[src/rtl/dmem_arb_pkg.sv]
// Shared types and constants for the data-memory arbiter (core MEM stage vs. DMA/debug loader).
package dmem_arb_pkg;

    localparam int STARVE_CNT_W = 4;
    localparam int REQ_ADDR_W   = 32;
    localparam int REQ_DATA_W   = 32;

    typedef enum logic {
        GRANT_CORE = 1'b0,
        GRANT_DMA  = 1'b1
    } grant_e;

    typedef struct packed {
        logic                  we;
        logic [REQ_ADDR_W-1:0] addr;
        logic [REQ_DATA_W-1:0] wdata;
    } req_t;

endpackage

[src/rtl/dmem_req_check.sv]
// Combinational legality check for one word request: the whole 4-byte word must fit inside
// the memory. Optional macro DMEM_ALIGN_CHECK_EN additionally rejects addresses that are not
// word aligned; without it, misaligned in-bounds accesses are passed through unchanged.
module dmem_req_check #(
    parameter int ADDR_W    = 32,
    parameter int MEM_BYTES = 128
) (
    input  logic [ADDR_W-1:0] addr_i,
    output logic              legal_o
);

    logic [ADDR_W:0] last_byte;

    // Bounds check done one bit wider so an address near the top of the space cannot wrap.
    always_comb begin
        last_byte = {1'b0, addr_i} + (ADDR_W+1)'(3);
        legal_o   = (last_byte < (ADDR_W+1)'(MEM_BYTES));
`ifdef DMEM_ALIGN_CHECK_EN
        if (addr_i[1:0] != 2'b00) begin
            legal_o = 1'b0;
        end
`endif
    end

endmodule

[src/rtl/dmem_arbiter.sv]
// Arbiter sharing the single-port data memory between the core MEM stage and the DMA port.
// Core has fixed priority; DMA is forced through after STARVE_LIMIT consecutive denials.
// Responses are registered (one-cycle latency). Optional macro: DMEM_ALIGN_CHECK_EN (see dmem_req_check).
module dmem_arbiter
    import dmem_arb_pkg::*;
#(
    parameter int ADDR_W       = 32,
    parameter int DATA_W       = 32,
    parameter int MEM_BYTES    = 128,
    parameter int STARVE_LIMIT = 4
) (
    input  logic              clk,
    input  logic              reset,
    input  logic              core_req_valid,
    input  logic              core_req_we,
    input  logic [ADDR_W-1:0] core_req_addr,
    input  logic [DATA_W-1:0] core_req_wdata,
    output logic              core_req_ready,
    output logic              core_stall,
    output logic              core_rsp_valid,
    output logic [DATA_W-1:0] core_rsp_rdata,
    output logic              core_rsp_err,
    input  logic              dma_req_valid,
    input  logic              dma_req_we,
    input  logic [ADDR_W-1:0] dma_req_addr,
    input  logic [DATA_W-1:0] dma_req_wdata,
    output logic              dma_req_ready,
    output logic              dma_rsp_valid,
    output logic [DATA_W-1:0] dma_rsp_rdata,
    output logic              dma_rsp_err,
    output logic [ADDR_W-1:0] mem_address,
    output logic [DATA_W-1:0] mem_writeData,
    output logic              mem_memRead,
    output logic              mem_memWrite,
    input  logic [DATA_W-1:0] mem_memData
);

    localparam logic [STARVE_CNT_W-1:0] STARVE_MAX = STARVE_CNT_W'(STARVE_LIMIT);

    logic                    core_legal;
    logic                    dma_legal;
    logic                    dma_force;
    logic                    grant_any;
    grant_e                  grant_sel;
    logic                    sel_we;
    logic [ADDR_W-1:0]       sel_addr;
    logic [DATA_W-1:0]       sel_wdata;
    logic                    sel_legal;

    logic [STARVE_CNT_W-1:0] starve_q, starve_d;
    grant_e                  last_grant_q, last_grant_d;
    logic                    core_rsp_valid_q, core_rsp_valid_d;
    logic [DATA_W-1:0]       core_rsp_rdata_q, core_rsp_rdata_d;
    logic                    core_rsp_err_q, core_rsp_err_d;
    logic                    dma_rsp_valid_q, dma_rsp_valid_d;
    logic [DATA_W-1:0]       dma_rsp_rdata_q, dma_rsp_rdata_d;
    logic                    dma_rsp_err_q, dma_rsp_err_d;

    dmem_req_check #(.ADDR_W(ADDR_W), .MEM_BYTES(MEM_BYTES)) u_core_check (
        .addr_i  (core_req_addr),
        .legal_o (core_legal)
    );

    dmem_req_check #(.ADDR_W(ADDR_W), .MEM_BYTES(MEM_BYTES)) u_dma_check (
        .addr_i  (dma_req_addr),
        .legal_o (dma_legal)
    );

    // Pick the winner for this cycle: starved DMA first, then core, then DMA; nobody during reset.
    always_comb begin
        grant_any = 1'b0;
        grant_sel = GRANT_CORE;
        dma_force = dma_req_valid && (starve_q == STARVE_MAX);
        if (!reset) begin
            if (dma_force) begin
                grant_any = 1'b1;
                grant_sel = GRANT_DMA;
            end else if (core_req_valid) begin
                grant_any = 1'b1;
                grant_sel = GRANT_CORE;
            end else if (dma_req_valid) begin
                grant_any = 1'b1;
                grant_sel = GRANT_DMA;
            end
        end
        core_req_ready = grant_any && (grant_sel == GRANT_CORE);
        dma_req_ready  = grant_any && (grant_sel == GRANT_DMA);
        core_stall     = core_req_valid && !core_req_ready;
    end

    // Steer the winning request onto the memory; illegal or absent requests leave the memory untouched.
    always_comb begin
        sel_we        = (grant_sel == GRANT_DMA) ? dma_req_we    : core_req_we;
        sel_addr      = (grant_sel == GRANT_DMA) ? dma_req_addr  : core_req_addr;
        sel_wdata     = (grant_sel == GRANT_DMA) ? dma_req_wdata : core_req_wdata;
        sel_legal     = (grant_sel == GRANT_DMA) ? dma_legal     : core_legal;
        mem_address   = '0;
        mem_writeData = '0;
        mem_memRead   = 1'b0;
        mem_memWrite  = 1'b0;
        if (grant_any && sel_legal) begin
            mem_address   = sel_addr;
            mem_writeData = sel_wdata;
            mem_memRead   = !sel_we;
            mem_memWrite  = sel_we;
        end
    end

    // Next-state for responses, starvation counter and last grant.
    always_comb begin
        core_rsp_valid_d = 1'b0;
        core_rsp_rdata_d = '0;
        core_rsp_err_d   = 1'b0;
        dma_rsp_valid_d  = 1'b0;
        dma_rsp_rdata_d  = '0;
        dma_rsp_err_d    = 1'b0;
        last_grant_d     = last_grant_q;
        starve_d         = starve_q;

        if (grant_any) begin
            last_grant_d = grant_sel;
            if (grant_sel == GRANT_CORE) begin
                core_rsp_valid_d = !sel_legal || !sel_we;
                core_rsp_err_d   = !sel_legal;
                core_rsp_rdata_d = (sel_legal && !sel_we) ? mem_memData : '0;
            end else begin
                dma_rsp_valid_d  = !sel_legal || !sel_we;
                dma_rsp_err_d    = !sel_legal;
                dma_rsp_rdata_d  = (sel_legal && !sel_we) ? mem_memData : '0;
            end
        end

        if (!dma_req_valid || dma_req_ready) begin
            starve_d = '0;
        end else if (starve_q < STARVE_MAX) begin
            starve_d = starve_q + STARVE_CNT_W'(1);
        end
    end

    // State registers with synchronous reset; a request in flight during reset is simply dropped.
    always_ff @(posedge clk) begin
        if (reset) begin
            starve_q         <= '0;
            last_grant_q     <= GRANT_CORE;
            core_rsp_valid_q <= 1'b0;
            core_rsp_rdata_q <= '0;
            core_rsp_err_q   <= 1'b0;
            dma_rsp_valid_q  <= 1'b0;
            dma_rsp_rdata_q  <= '0;
            dma_rsp_err_q    <= 1'b0;
        end else begin
            starve_q         <= starve_d;
            last_grant_q     <= last_grant_d;
            core_rsp_valid_q <= core_rsp_valid_d;
            core_rsp_rdata_q <= core_rsp_rdata_d;
            core_rsp_err_q   <= core_rsp_err_d;
            dma_rsp_valid_q  <= dma_rsp_valid_d;
            dma_rsp_rdata_q  <= dma_rsp_rdata_d;
            dma_rsp_err_q    <= dma_rsp_err_d;
        end
    end

    // A saturated starvation count can only follow a cycle in which the core won.
    always @(posedge clk) begin
        if (!reset && (starve_q == STARVE_MAX)) begin
            assert (last_grant_q == GRANT_CORE);
        end
    end

    assign core_rsp_valid = core_rsp_valid_q;
    assign core_rsp_rdata = core_rsp_rdata_q;
    assign core_rsp_err   = core_rsp_err_q;
    assign dma_rsp_valid  = dma_rsp_valid_q;
    assign dma_rsp_rdata  = dma_rsp_rdata_q;
    assign dma_rsp_err    = dma_rsp_err_q;

endmodule

[config.mk]
export PLATFORM = sky130hd
export DESIGN_NAME = dmem_arbiter
export DESIGN_NICKNAME = d
export VERILOG_FILES = /design/src/rtl/dmem_arb_pkg.sv /design/src/rtl/dmem_req_check.sv /design/src/rtl/dmem_arbiter.sv
export SDC_FILE = /design/constraint.sdc
export NUM_CORES = 1
export LEC_CHECK = 0
export ABC_AREA = 1
export BUFFER_PORTS_ARGS = -buffer_cell sky130_fd_sc_hd__buf_4
export CAP_MARGIN = 40
export CORE_AREA = 3 3 116 118
export DETAILED_ROUTE_END_ITERATION = 10
export DIE_AREA = 0 0 119 121
export PLACE_DENSITY = 0.84
export SKIP_CTS_REPAIR_TIMING = 1
export SLEW_MARGIN = 20
export SYNTH_ARGS = -nofsm -noshare
export SYNTH_HDL_FRONTEND = slang
export SYNTH_SLANG_ARGS = --single-unit
[constraint.sdc]
create_clock -name clk -period 2.4 [get_ports clk]
set_input_delay 0.24 -clock clk [delete_from_list [all_inputs] [get_ports clk]]
set_output_delay 0.24 -clock clk [all_outputs]
set_load 0.01 [all_outputs]
==> results of run 1 <==
[worst register-to-register path, cell delays in order (launching register included)]
cell and delay (ns):
dfxtp_1 0.33, inv_1 0.07, ha_1 0.20, nand3_1 0.11
nand2_1 0.07, nand2_2 0.26, mux2i_2 0.42, buf_12 0.22
nand4_1 0.14, nor2_1 0.25
[flip-flops by register name, summed over array words and instances (netlist names)]
name / cells
core_rsp_rdata: 32
dma_rsp_err: 1
core_rsp_valid: 1
dma_rsp_valid: 1
dma_rsp_rdata: 32
core_rsp_err: 1
starve_q: 4
[cell families after synthesis]
group           after synthesis  synth area share
other cells                   1          0.000767
simple gates                576             0.502
flops                        72             0.295
mux                           1           0.00205
fa+ha+maj                     2           0.00512
buf+inv                     117             0.115
xor+xnor                      6            0.0107
compound gates               59            0.0696
[stage by stage]
step                hold WS [ns]  std cells   util  cell area, um^2
finish                     0.189       1349  0.656             8250
global route               0.205       1349  0.656             8250
CTS                        0.186       1339  0.622             7820
detailed placement         0.468       1323  0.598             7510
global placement           0.459       1323  0.598             7510
floorplan                  0.414        858      -             4980
[routing by layer]
layer  GRT usage  vias up
met4       0.118        0
met5           0        -
met3      0.0434       53
met2       0.429      384
li1            -     3247
met1       0.281     2971
[report_power, final]
part / switching [W] / leakage (nW) / internal [W] / total (W)
clock: 0.000529 / 0.152 / 0.000816 / 0.00135
sequential: 0.00000333 / 0.581 / 0.00121 / 0.00121
combinational: 0.000379 / 3.35 / 0.000359 / 0.000738
[layout make-up]
cell class,instances,area share
multi-input cells,670,0.396
diodes,1,0.000303
inverters,64,0.0291
flip-flops and latches,72,0.175
clock buffers,9,0.0273
clock inverters,7,0.00940
well taps,172,0.0261
repair buffers,354,0.337
[how the worst max path moves through the flow]
stage	end	slack [ns]
floorplan	mem_writeData[18]	0.26
global placement	mem_writeData[26]	-0.21
detailed placement	mem_writeData[14]	-0.35
CTS	mem_writeData[8]	-0.40
global route	mem_writeData[10]	-0.41
finish	mem_writeData[10]	-0.21
[cells in the mapped netlist, types with 3 or more instances]
| library cell | count |
|---|---|
| nand4_1 | 40 |
| nor2_2 | 4 |
| inv_1 | 59 |
| o21ai_0 | 9 |
| nand3_1 | 18 |
| clkbuf_1 | 17 |
| inv_2 | 4 |
| and2_1 | 7 |
| a21oi_2 | 10 |
| nand3b_1 | 19 |
| nor2_4 | 4 |
| nand2_2 | 4 |
| nand2_1 | 297 |
| buf_2 | 8 |
| dfxtp_1 | 72 |
| a21oi_1 | 33 |
| nor2_1 | 178 |
| o21ai_1 | 4 |
| xor2_1 | 6 |
| buf_4 | 26 |
| nand3_2 | 4 |
| o21bai_1 | 3 |
==> results_dict.tcl, run 1 <==
set metrics [dict create \
    yosys.area.top_type "dfxtp_1" \
    hold_path_startpoint "mem_memData[26]" \
    dieArea_um2 14400 \
    clk_pin_slew_worst_paths_ns 0.06 \
    synth_area_um2 4890 \
    drt_iter0_drc 535 \
    tns_ns -6.23 \
    core-area_um2 12600 \
    cap_viol_max_count 0 \
    die_x_um 119 \
    drv_slew 0 \
    routabilityCongestion 0.947 \
    required_ns 2.16 \
    cpLargestDelayFamily "simple AND/OR/NAND/NOR gates" \
    drc 0 \
    setup_slack_ns -0.212 \
    grt_remaining_overflow 0 \
    n_fill_cell 1072 \
    routed-wl-met3_mm 1.55 \
    min_to "core_rsp_rdata[26]$_SDFF_PP0_" \
    r2r-start "starve_q[0]$_SDFFE_PP0N_" \
    num_rows 41 \
    layout_min_cycle_time_ns 2.61 \
    ant_nets 0 \
    fin_nets 1339 \
    cts_made_buffers 9 \
    synth_top_cell_area_share 0.295 \
    finalPower_w 0.00329 \
    dr.pass1.iters 5 \
    crit_start "core_req_addr[2]" \
    start_util 0.389 \
    cts.htree.levels 3 \
    grt_pass1_vias 5880 \
    drive_gt1_frac 0.389 \
    clock_path_buffers 2 \
    cts_tree "yes" \
    rsz0062_at_grt "yes" \
    grt_usage 0.242 \
    startpoint_type "primary input" \
    most-common-layout-cells "buf_4, nand2_1, nor2_1, dfxtp_1, inv_1" \
    path_class "in -> out" \
    ff2ff_path_depth 9 \
    die_h_um 121 \
    final_common_cell "buf_4" \
    wl_met2_mm 9.91 \
    avgViaCountPerCell 4.93 \
    crit_fanout 10 \
    timing.final.crit_share 1.09 \
    yosys-top-cells-area "dfxtp_1, nand2_1, nor2_1, nand4_1, inv_1" \
    critical_path.max_stage_delay_ns 0.26 \
    ys_seq_area_frac 0.295 \
    fin_skew_ns 0.00480 \
    max_freq_mhz 383 \
    ys.flop_type "dfxtp_1" \
    syn_inst 834 \
    cp_num_buf_inv 3 \
    crit_cells 15 \
    endpoint_kind "output port" \
    synthArstFlopShare 0 \
    wirelength_mm 19.8 \
    io_pins 303 \
    port_buffers 277 \
    hold_viol 0 \
    status "finished, violations left" \
    area_growth_pct 68.7 \
    avgSynthCellArea_um2 5.86 \
    r2r_setup_slack_ns 0.23 \
    antenna_found_initial 1 \
    arrival_ns 2.37 \
    post_drt_wl_per_cell_um 14.7 \
    hold_depth 3 \
    grt_pass1_wl_mm 28.4 \
    yosysWarnings 0 \
    wl_met1_mm 7.62 \
    root_buffer "clkbuf_16" \
    p_leak_nw 4.09 \
    synth_seq_cells 72 \
    vias 6655 \
    worstSkewPairLatency_ns 0.33 \
    grt_max_degree 34 \
    ir_worst_vdd_v 0.000306 \
    setup_violations 41 \
    top_layer_used "met4" \
    synth_edf_count 0 \
    dp_hpwl_mm 15.2 \
    cts_sinks 72 \
    violations "setup timing" \
    multi_input_area_um2 3260 \
    p_per_area_nw_per_um2 399 \
    cpMaxStageDelayCell "o21ai_0" \
    cp_cell_sequence "buf_8, nand2_4, nor2_4, nand2_1, o21ai_0, nand4_1, nor2_1, nand2_1, nor2_1, nand3_1, nand2_2, nand3_4, clkbuf_16, a21oi_1, buf_4" \
    dp_slack_ns -0.346 \
    register_area_um2 1440 \
    worstReg2RegEnd "core_rsp_rdata[6]$_SDFF_PP0_" \
    hold_path.class "in -> reg" \
    ys_types 28 \
]
(Power assumes the default switching activity.)
==> inputs of run 2 (changes only) <==
- ABC_AREA: 1 -> not set
- CAP_MARGIN: 40 -> 20
- CORE_AREA: 3 3 116 118 -> 3 3 118 120
- DIE_AREA: 0 0 119 121 -> 0 0 121 123
- PLACE_DENSITY: 0.84 -> 0.76
==> run 2 against run 1 <==
Net effect:
- highest routed layer unchanged
- critical path depth is 5 lower
- clock-buffer cell count rose by 2
- worst setup slack worse by 0.13 ns
- utilization shrank 8.2 points
- the run still ends with setup timing left
- wire length decreased by 16%
- synthesized cell count is 43% lower
- die area increased by 3.4%
- sequential power about the same
==> results_dict.tcl, run 2 <==
set metrics [dict create \
    io_pins 303 \
    rsz0062_at_grt "yes" \
    crit_start "dma_req_addr[2]" \
    dr.pass1.iters 4 \
    layout_min_cycle_time_ns 2.74 \
    timing.final.crit_share 1.14 \
    clk_pin_slew_worst_paths_ns 0.05 \
    avgViaCountPerCell 5.18 \
    cts_made_buffers 9 \
    yosys-top-cells-area "dfxtp_1, and4_1, a32o_1, buf_4, a31o_2" \
    routabilityCongestion 0.939 \
    drive_gt1_frac 0.556 \
    ys_types 53 \
    finalPower_w 0.00304 \
    grt_usage 0.196 \
    synth_seq_cells 72 \
    max_freq_mhz 365 \
    post_drt_wl_per_cell_um 16.9 \
    internal_power_w 0.00234 \
    cts_tree "yes" \
    ys_seq_area_frac 0.348 \
    root_buffer "clkbuf_16" \
    worstSkewPairLatency_ns 0.33 \
    clock_power_share 0.434 \
    avgSynthCellArea_um2 8.79 \
    antenna_cells 0 \
    ant_nets 0 \
    yosys.area.top_type "dfxtp_1" \
    setup_violations 45 \
    hold_viol 0 \
    power_frac_seq 0.395 \
    grt_pass1_wl_mm 23.3 \
    cts.htree.levels 3 \
    final_common_cell "buf_4" \
    start_util 0.317 \
    yosysWarnings 0 \
    clock_path_buffers 2 \
    synth.most_common_cell "dfxtp_1" \
    violations "setup timing" \
    status "finished, violations left" \
    sw_frac_of_total 0.231 \
    setup_slack_ns -0.343 \
    ir_worst_vdd_v 0.000280 \
    startpoint_type "primary input" \
    antenna_found_initial 0 \
    required_ns 2.16 \
    p_per_area_nw_per_um2 404 \
    synth_common_cells "dfxtp_1, and4_1, nand3_1, nor3_1, buf_4" \
    port_buffers 277 \
    fin_nets 969 \
    drv_slew 0 \
    crit_fanout 18 \
    grt_max_degree 36 \
    ys.flop_type "dfxtp_1" \
    postPlaceCellArea_um2 6830 \
    dp_hpwl_mm 12.6 \
    most-common-layout-cells "buf_4, dfxtp_1, and4_1, buf_6, nand3_1" \
    hold_depth 2 \
    endpoint "mem_writeData[7]" \
    synth_edf_count 0 \
    dp_slack_ns -0.430 \
    syn_inst 472 \
    r2r_setup_slack_ns 0.37 \
    drt_iter0_drc 371 \
    ff2ff_path_depth 10 \
    arrival_ns 2.50 \
    r2r-start "starve_q[0]$_SDFFE_PP0N_" \
    fin_skew_ns 0.00265 \
    worstReg2RegEnd "core_rsp_rdata[20]$_SDFF_PP0_" \
    core-area_um2 13100 \
    vias 5086 \
    grt_remaining_overflow 0 \
    die_h_um 123 \
    cts_sinks 72 \
    grt_pass1_vias 4587 \
    drc 0 \
    num_rows 42 \
    synth_area_um2 4150 \
    die_x_um 121 \
    wirelength_mm 16.6 \
    dieArea_um2 14900 \
    hold_path.class "in -> reg" \
    path_class "in -> out" \
    synthArstFlopShare 0 \
    fin_util 0.575 \
    cap_viol_max_count 0 \
    p_sw_w 0.000704 \
    area_growth_pct 81.3 \
    pwr-share-comb 0.171 \
    p_leak_nw 3.61 \
    fin_area_um2 7520 \
    synth_top_cell_area_share 0.348 \
    endpoint_kind "output port" \
]
## run 2: changes by cell type in the layout (fill, tap and decap cells not counted), moves of 19 or more
cell      change
nand3b_1     -19
nand4_1      -27
and4_1       +66
buf_6        +25
a32o_2       +20
nor2_1      -132
a21oi_2      -24
inv_1        -48
nand2_1     -269
buf_4        -22
## run 2: area by class of cell
cell class / count / area, um^2
clock buffer: 11 / 253
sequential: 72 / 1440
timing repair buffer: 358 / 2920
tap: 176 / 220
clock inverter: 5 / 55.1
fill: 1138 / 5560
inverter: 12 / 45.0
multi-input combinational: 348 / 2590
## run 2: kinds of logic (layout without fill, tap and decap cells)
| logic type | Yosys count | after routing | share of synthesized area |
|---|---|---|---|
| compound gates | 90 | 90 | 0.178 |
| xor+xnor | 6 | 6 | 0.0127 |
| fa+ha+maj | 2 | 2 | 0.00603 |
| buf+inv | 76 | 386 | 0.104 |
| flops | 72 | 72 | 0.348 |
| mux | 4 | 4 | 0.00995 |
| other cells | 1 | 25 | 0.000904 |
| simple gates | 221 | 221 | 0.341 |
## run 2: worst min-delay path by stage
stage / start / to / slack, ns
finish: dma_req_we / dma_rsp_valid$_SDFF_PP0_ / 0.11
global route: dma_req_we / dma_rsp_valid$_SDFF_PP0_ / 0.11
CTS: dma_req_we / dma_rsp_valid$_SDFF_PP0_ / 0.1
detailed placement: dma_req_we / dma_rsp_valid$_SDFF_PP0_ / 0.45
global placement: dma_req_we / dma_rsp_valid$_SDFF_PP0_ / 0.45
floorplan: dma_req_we / dma_rsp_valid$_SDFF_PP0_ / 0.33
## run 2: metrics by stage
stage / cells / TNS [ns] / hold WS [ns]
after floorplan: 496 / -1.88 / 0.332
after global placement: 955 / -28.77 / 0.450
after detailed placement: 955 / -29.71 / 0.450
after CTS: 971 / -15.62 / 0.0993
after global routing: 982 / -19.29 / 0.107
final: 982 / -12.55 / 0.107
## run 2: per-layer routing
| layer | part of all wire | global-route usage | wire length (um) |
|---|---|---|---|
| met1 | 0.41 | 0.236 | 6760 |
| met2 | 0.50 | 0.352 | 8300 |
| met3 | 0.079 | 0.0407 | 1320 |
| met4 | 0.014 | 0.0545 | 231 |
| met5 | 0 | 0 | 0 |
## run 2: worst max-delay path: stages
cell and delay, ns:
buf_6 0.07, nand4_1 0.14, or3_4 0.48, or3_4 0.37, a2111oi_4 0.36, o211ai_4 0.19
buf_12 0.20, nor3_1 0.19, a31o_2 0.13, buf_4 0.11
## run 2: power groups by stage
stage	registers [W]	logic, W	clock network [W]
global route	0.00120	0.000562	0.00138
finish	0.00120	0.000520	0.00132
CTS	0.00120	0.000502	0.00134
floorplan	0.00123	0.000162	0
global placement	0.00123	0.000497	0
detailed placement	0.00123	0.000499	0
